`config.mk`:
```
export PLATFORM = sky130hd
export DESIGN_NAME = fetch_stage
export DESIGN_NICKNAME = d
export VERILOG_FILES = /design/src/rtl/fetch_stage.sv
export SDC_FILE = /design/constraint.sdc
export NUM_CORES = 1
export LEC_CHECK = 0
export ABC_AREA = 1
export CORE_MARGIN = 5
export CORE_UTILIZATION = 45
export DETAILED_ROUTE_END_ITERATION = 8
export HOLD_SLACK_MARGIN = 0.15
export PLACE_DENSITY = 0.89
export SLEW_MARGIN = 20
export SYNTH_ARGS = -nofsm -noshare
export SYNTH_HDL_FRONTEND = slang
export SYNTH_SLANG_ARGS = --single-unit
```
`constraint.sdc`:
```
create_clock -name clock -period 1.81 [get_ports clock]
set_input_delay 0.2715 -clock clock [delete_from_list [all_inputs] [get_ports clock]]
set_output_delay 0.2715 -clock clock [all_outputs]
set_load 0.1 [all_outputs]
```
`src/rtl/fetch_stage.sv`:
```
// Instruction fetch stage: owns the PC, drives instruction memory, and
// loads the F/D pipeline register. Handles hazard stalls and execute-stage
// redirects; a misaligned redirect target halts fetch until reset.
module fetch_stage #(
  parameter logic [31:0] RESET_PC = 32'h0100_0000,
  parameter logic [31:0] NOP_INSN = 32'h0000_0013
) (
  input  logic        clock,
  input  logic        reset,
  output logic [31:0] imem_addr,
  input  logic [31:0] imem_rdata,
  input  logic        stall,
  input  logic        redirect_valid,
  input  logic [31:0] redirect_pc,
  output logic [31:0] f_pc,
  output logic [31:0] f_insn,
  output logic        d_valid,
  output logic [31:0] d_pc,
  output logic [31:0] d_insn,
  output logic        halted,
  output logic [31:0] fetch_count
);

  typedef enum logic {
    RUN    = 1'b0,
    HALTED = 1'b1
  } state_t;

  state_t      state;
  logic [31:0] pc;
  logic        redirect_aligned;

  assign imem_addr        = pc;
  assign f_pc             = pc;
  assign f_insn           = imem_rdata;
  assign halted           = (state == HALTED);
  assign redirect_aligned = (redirect_pc[1:0] == 2'b00);

  // PC, fetch state and F/D register update; redirect beats stall, reset beats all
  always_ff @(posedge clock) begin
    if (reset) begin
      state       <= RUN;
      pc          <= RESET_PC;
      d_valid     <= 1'b0;
      d_pc        <= '0;
      d_insn      <= NOP_INSN;
      fetch_count <= '0;
    end else begin
      case (state)
        RUN: begin
          if (redirect_valid && redirect_aligned) begin
            pc      <= redirect_pc;
            d_valid <= 1'b0;
            d_pc    <= '0;
            d_insn  <= NOP_INSN;
          end else if (redirect_valid) begin
            state   <= HALTED;
            d_valid <= 1'b0;
            d_pc    <= '0;
            d_insn  <= NOP_INSN;
          end else if (!stall) begin
            pc      <= pc + 32'd4;
            d_valid <= 1'b1;
            d_pc    <= pc;
            d_insn  <= imem_rdata;
            if (fetch_count != '1) begin
              fetch_count <= fetch_count + 32'd1;
            end
          end
        end
        HALTED: begin
          d_valid <= 1'b0;
        end
        default: begin
          state <= HALTED;
        end
      endcase
    end
  end

endmodule

```
Yosys cells after proc, flatten, opt, wreduce, memory -nomap -nowiden
Cells that the tools add are included.
Operators by class
  equal/unequal tests: 5
  mux-type cells: 16
  reduce and logical (&&, ||, !) cells: 5
  $add $sub $neg: 2
  bitwise operators: 4
Operator list (count)
  32-bit 2-to-1 mux: 9
  32-bit by 1-bit adder with 32-bit output (second input constant): 1
  32-bit by 3-bit adder with 32-bit output (second input constant): 1
  32-bit inequality test (second input constant): 1
  1-bit 2-to-1 mux: 6
  5-bit AND reduction: 1
  2-bit by 1-bit inequality test with 1-bit output (second input constant): 2
  4-bit inequality test (second input constant): 1
  1-bit NOT: 4
  3-bit by 1-bit inequality test with 1-bit output (second input constant): 1
  3-bit AND reduction: 1
  2-bit zero test: 1
  1-bit one-hot mux with 2 select lines: 1
  2-bit AND reduction: 1
  1-bit logical AND: 1
Word-level totals
  input port bits: 68
  logic and storage cells: 38
  flip-flop bits (word level): 130
  output and inout port bits: 194

Logic depth before layout (Yosys ltp)
  word-level depth: 4
  mapped depth: 11
  depth with buffers taken out: 10

Worst setup path before layout
Ideal clock, no wire load.
  path type: flip-flop to flip-flop
  start point: reg fetch_count[1]
  end point: reg fetch_count[1]
  slack: -0.631 ns
  stages on the path, launching flop included: 12
  arrival time: 2.324 ns
  data required time: 1.693 ns
  setup time: 0.117 ns
  clock period less this slack: 2.441 ns
  buffers on the path: 1
  path through: dfxtp_1 > ha_1 > inv_1 > nor2_4 > nand2_4 > nor2_8 > nand3_4 > nand2_8 > inv_4 > buf_6 > nor2_1 > nor2_1
Between the ends
  word-level cells in the longest chain between the ends: 2
  elaborated cells between the ends (all ways): 3
  classes of those cells: add/sub (1); eq/ne (1); reduce/logical (1)
RTL lines
  start, declared: line 21  | output logic [31:0] fetch_count
  start signal, assigned: line 67  | fetch_count <= fetch_count + 32'd1;
  branches (longest 2 deep; another with 32-bit by 1-bit adder with 32-bit output)
Parallel ways; which one is timed is not known.
A chain may end at the register's enable or synchronous reset.

Final worst setup path
  start point: reg pc[3] (netlist: f_pc[3])
  end point: reg pc[12] (netlist: f_pc[12])
Between the ends
  word-level cells in the longest chain between the ends: 4
RTL lines
  start, declared: line 30  | logic [31:0] pc;
  start signal, assigned: line 52  | pc <= redirect_pc;
  start signal, assigned: line 62  | pc <= pc + 32'd4;
  32-bit by 3-bit adder with 32-bit output: line 62
  32-bit 2-to-1 mux: line 61  | end else if (!stall) begin
  32-bit 2-to-1 mux: line 56  | end else if (redirect_valid) begin
  32-bit 2-to-1 mux: line 51  | if (redirect_valid && redirect_aligned) begin
No other way between the ends. The select of a mux whose other input is x is not followed.

==> results.cfg <==
[detailed_routing]
finalWirelength_mm = 25.08
vias_per_cell = 5.209
dr.pass1.iters = 6
drt_first_iter_violations = 688
vias = 8012
drtAntennaViolNets = 0
routedWlPerCell_um = 16.31
remaining_drc_errors = 0

[timing]
setup_ws_ps = 80.94
maxSlewHeadroom_pct = 61.04
period_share_pct = 95.53
slew_viol_final = 0
finalSetupViolCount = 0
worstMarginPinSlew_ps = 584.4
fmax_mhz = 578.3
finalClockSkew_ps = 7.101
holdWs_ps = 341.3
hold_viol_final = 0
period_minus_slack_ps = 1729

[critical_path]
crit_fanout = 3
cp-startpoint = f_pc[3]
r2r_setup_slack_ps = 80
path_common_cell = nand2_1
reg2reg_to = f_pc[12]
crit_path_end_kind = flip-flop
crit_buf_inv = 1
cp_slowest_cell = dfxtp_4
path_cells = ha_1, nand2_1, nor2_2, buf_4, nand3b_1, or2_2, nand3_1, nand2_1, a21oi_1
critPathArrivalTime_ps = 2060
r2r_start = f_pc[3]
start_kind = flip-flop
crit_type = flip-flop to flip-flop
crit_required_ps = 2150
critPathMaxStageDelay_ps = 350
crit_family = simple AND/OR/NAND/NOR gates
reg2reg_depth = 9

[global_routing]
grt-ovfl-total = 0
grt_antenna_before_repair = 0
grt_usage_pct = 26.37
met2_usage_pct = 45.22
met3_usage_pct = 7.452
use_met1_pct = 30.95
grt_pass1_wl_mm = 38.71
grt_pass1_vias = 7721
grt_max_degree = 116
grt.busiest_layer = met2

[die]
initial_utilization_pct = 46.16
die_x_um = 135.1
core_region_area_sq_um = 15260
die_area_sq_um = 18250
rows = 45
die_h_um = 135.1
io_pins = 262

[place]
port_buffers = 261
pre_cts_slack_ps = -124.6
place_congestion = 0.9803
dp_hpwl_mm = 18.70

[hold_path]
min_path_cells = 3
worstHoldStart = reset
hold_path.class = input port to flip-flop
whs_endpoint = d_insn[1]

[clock_network]
cts.sinks = 130
h-tree-depth = 4
clk_path_buf_depth = 2
root_buffer = clkbuf_16
cts_buffers = 17
tritoncts = done
path_clk_slew_ps = 60
clk_latency_ps = 420
cts_hold_repair.buffers = 0

[finish]
area_delta_synth_final_pct = 59.98
antennaDiodeCount = 0
final_nets = 1384
final_util_pct = 73.84
drive_gt1_share_pct = 28.49

[logic_synthesis]
synth_top_area_share_pct = 36.95
yosysTopAreaCell = dfxtp_1
synth_warnings = 0
yosys_most_used_dff = dfxtp_1
synth_area_leaders = dfxtp_1, nand2_1, a21oi_1
avgSynthCellArea_sq_um = 6.497
syn_inst = 1084
syn_nets = 1154
post-synth-top-count-cell = nand2_1
ys_seq_area_share_pct = 36.95
synth_cell_types = 38
ys_seq_elements = 130
synth_edf_count = 0
synth_area_sq_um = 7043
ys_top_cells_by_count = nand2_1, nor2_1, dfxtp_1, a21oi_1, buf_4
async_flop_share_pct = 0

[job]
drv_cap = 0

[pwr]
vdd_ir_drop_max_uv = 596.3
clkPwrFrac_pct = 39.5
power.internal_w = 0.005736
switching_power_w = 0.002782
comb_power_share_pct = 25.4
p_leak_nw = 4.487
seqPwrFrac_pct = 35.1
netSwitchingFraction_pct = 32.66
power_density_nw_per_um2 = 755.9

[status]
outcome = complete, no violations
## cells by family (layout without fill, tap and decap cells)
kind of cell | Yosys count | after routing | synth area share, %
AO/OA/AOI/OAI | 146 | 146 | 11.21
flip-flops | 130 | 130 | 36.95
adder cells (fa/ha/maj) | 2 | 2 | 0.3552
buffers and inverters | 161 | 404 | 12.74
AND/OR/NAND/NOR | 628 | 628 | 36.63
XOR/XNOR | 17 | 17 | 2.114
## worst reg2reg max path, stage by stage, from the launching register on
cell and delay [ps]:
dfxtp_4 350, ha_1 150, nand2_1 100, nor2_2 120, buf_4 130, nand3b_1 200
or2_2 340, nand3_1 80, nand2_1 50, a21oi_1 120
## power groups by stage
stage | registers (W) | clock network [W] | logic, W
after global placement | 0.00305 | 0 | 0.00212
after CTS | 0.00299 | 0.00341 | 0.00215
after global routing | 0.00300 | 0.00355 | 0.00223
final | 0.00299 | 0.00336 | 0.00216
after floorplan | 0.00351 | 0 | 0.000903
after detailed placement | 0.00305 | 0 | 0.00214
## cell usage in the layout, fill, tap and decap left out, types with 3 or more instances in the layout
cell               n
a21oi_1          104
a21oi_2            9
buf_12           107
buf_4            144
clkbuf_16         19
clkbuf_8           4
clkdlybuf4s50_1   66
clkinv_2           4
dfxtp_1           69
dfxtp_2           40
dfxtp_4           21
inv_1             50
inv_2              3
inv_4              3
nand2_1          405
nand3_1           42
nand3b_1          10
nand4_1            9
nor2_1           134
nor2_2             6
nor2_4             3
nor3_1             7
o21ai_0           22
o22ai_1            3
or2_2              5
xnor2_1            5
xor2_1            12
## repair_timing
| action | 4_1_cts | 5_1_grt |
|---|---|---|
| setup endpoints to repair | 0 | 11 |
| buffers inserted | 0 | 3 |
| resized for setup | 0 | 6 |
| endpoints found under the hold margin | 0 | 0 |
## layer usage
metal  vias to the layer above  routed length [um]
met5                         -                   0
met4                         0                 940
met3                        92                2225
met2                       415               12380
met1                      3667                9530
li1                       3838                   -
## per-stage QoR
step	power, W	instance area, sq um	instances	TNS [ps]
floorplan	0.004413	7179	1084	0
global placement	0.005169	10620	1502	-354.3
detailed placement	0.005193	10620	1502	-2245
CTS	0.008553	11200	1534	0
global route	0.008779	11270	1538	-25.30
finish	0.008517	11270	1538	0
## state kept, by name (all words and copies together), names as in the netlist
signal / cells
d_insn: 32
d_pc: 32
f_pc: 32
fetch_count: 32
d_valid: 1
halted: 1
## final cells by class
cell class	count	area, sq um
fill	1105	3991
timing repair buffer	318	3909
multi-input combinational	793	3573
sequential	130	2731
clock buffer	24	513.0
tap	211	264.0
inverter	54	205.2
clock inverter	8	71.32
## worst max-delay path by stage
stage / endpoint / slack (ps) / cells after the start
2_1_floorplan: f_pc[30] / 0.4 / 10
3_3_place_gp: d_pc[1] / -40 / 9
3_5_place_dp: d_insn[14] / -120 / 9
4_1_cts: fetch_count[0] / 80 / 10
5_1_grt: f_pc[12] / -20 / 9
6_report: f_pc[12] / 80 / 9
No activity file was read; power rests on OpenSTA's default activity.
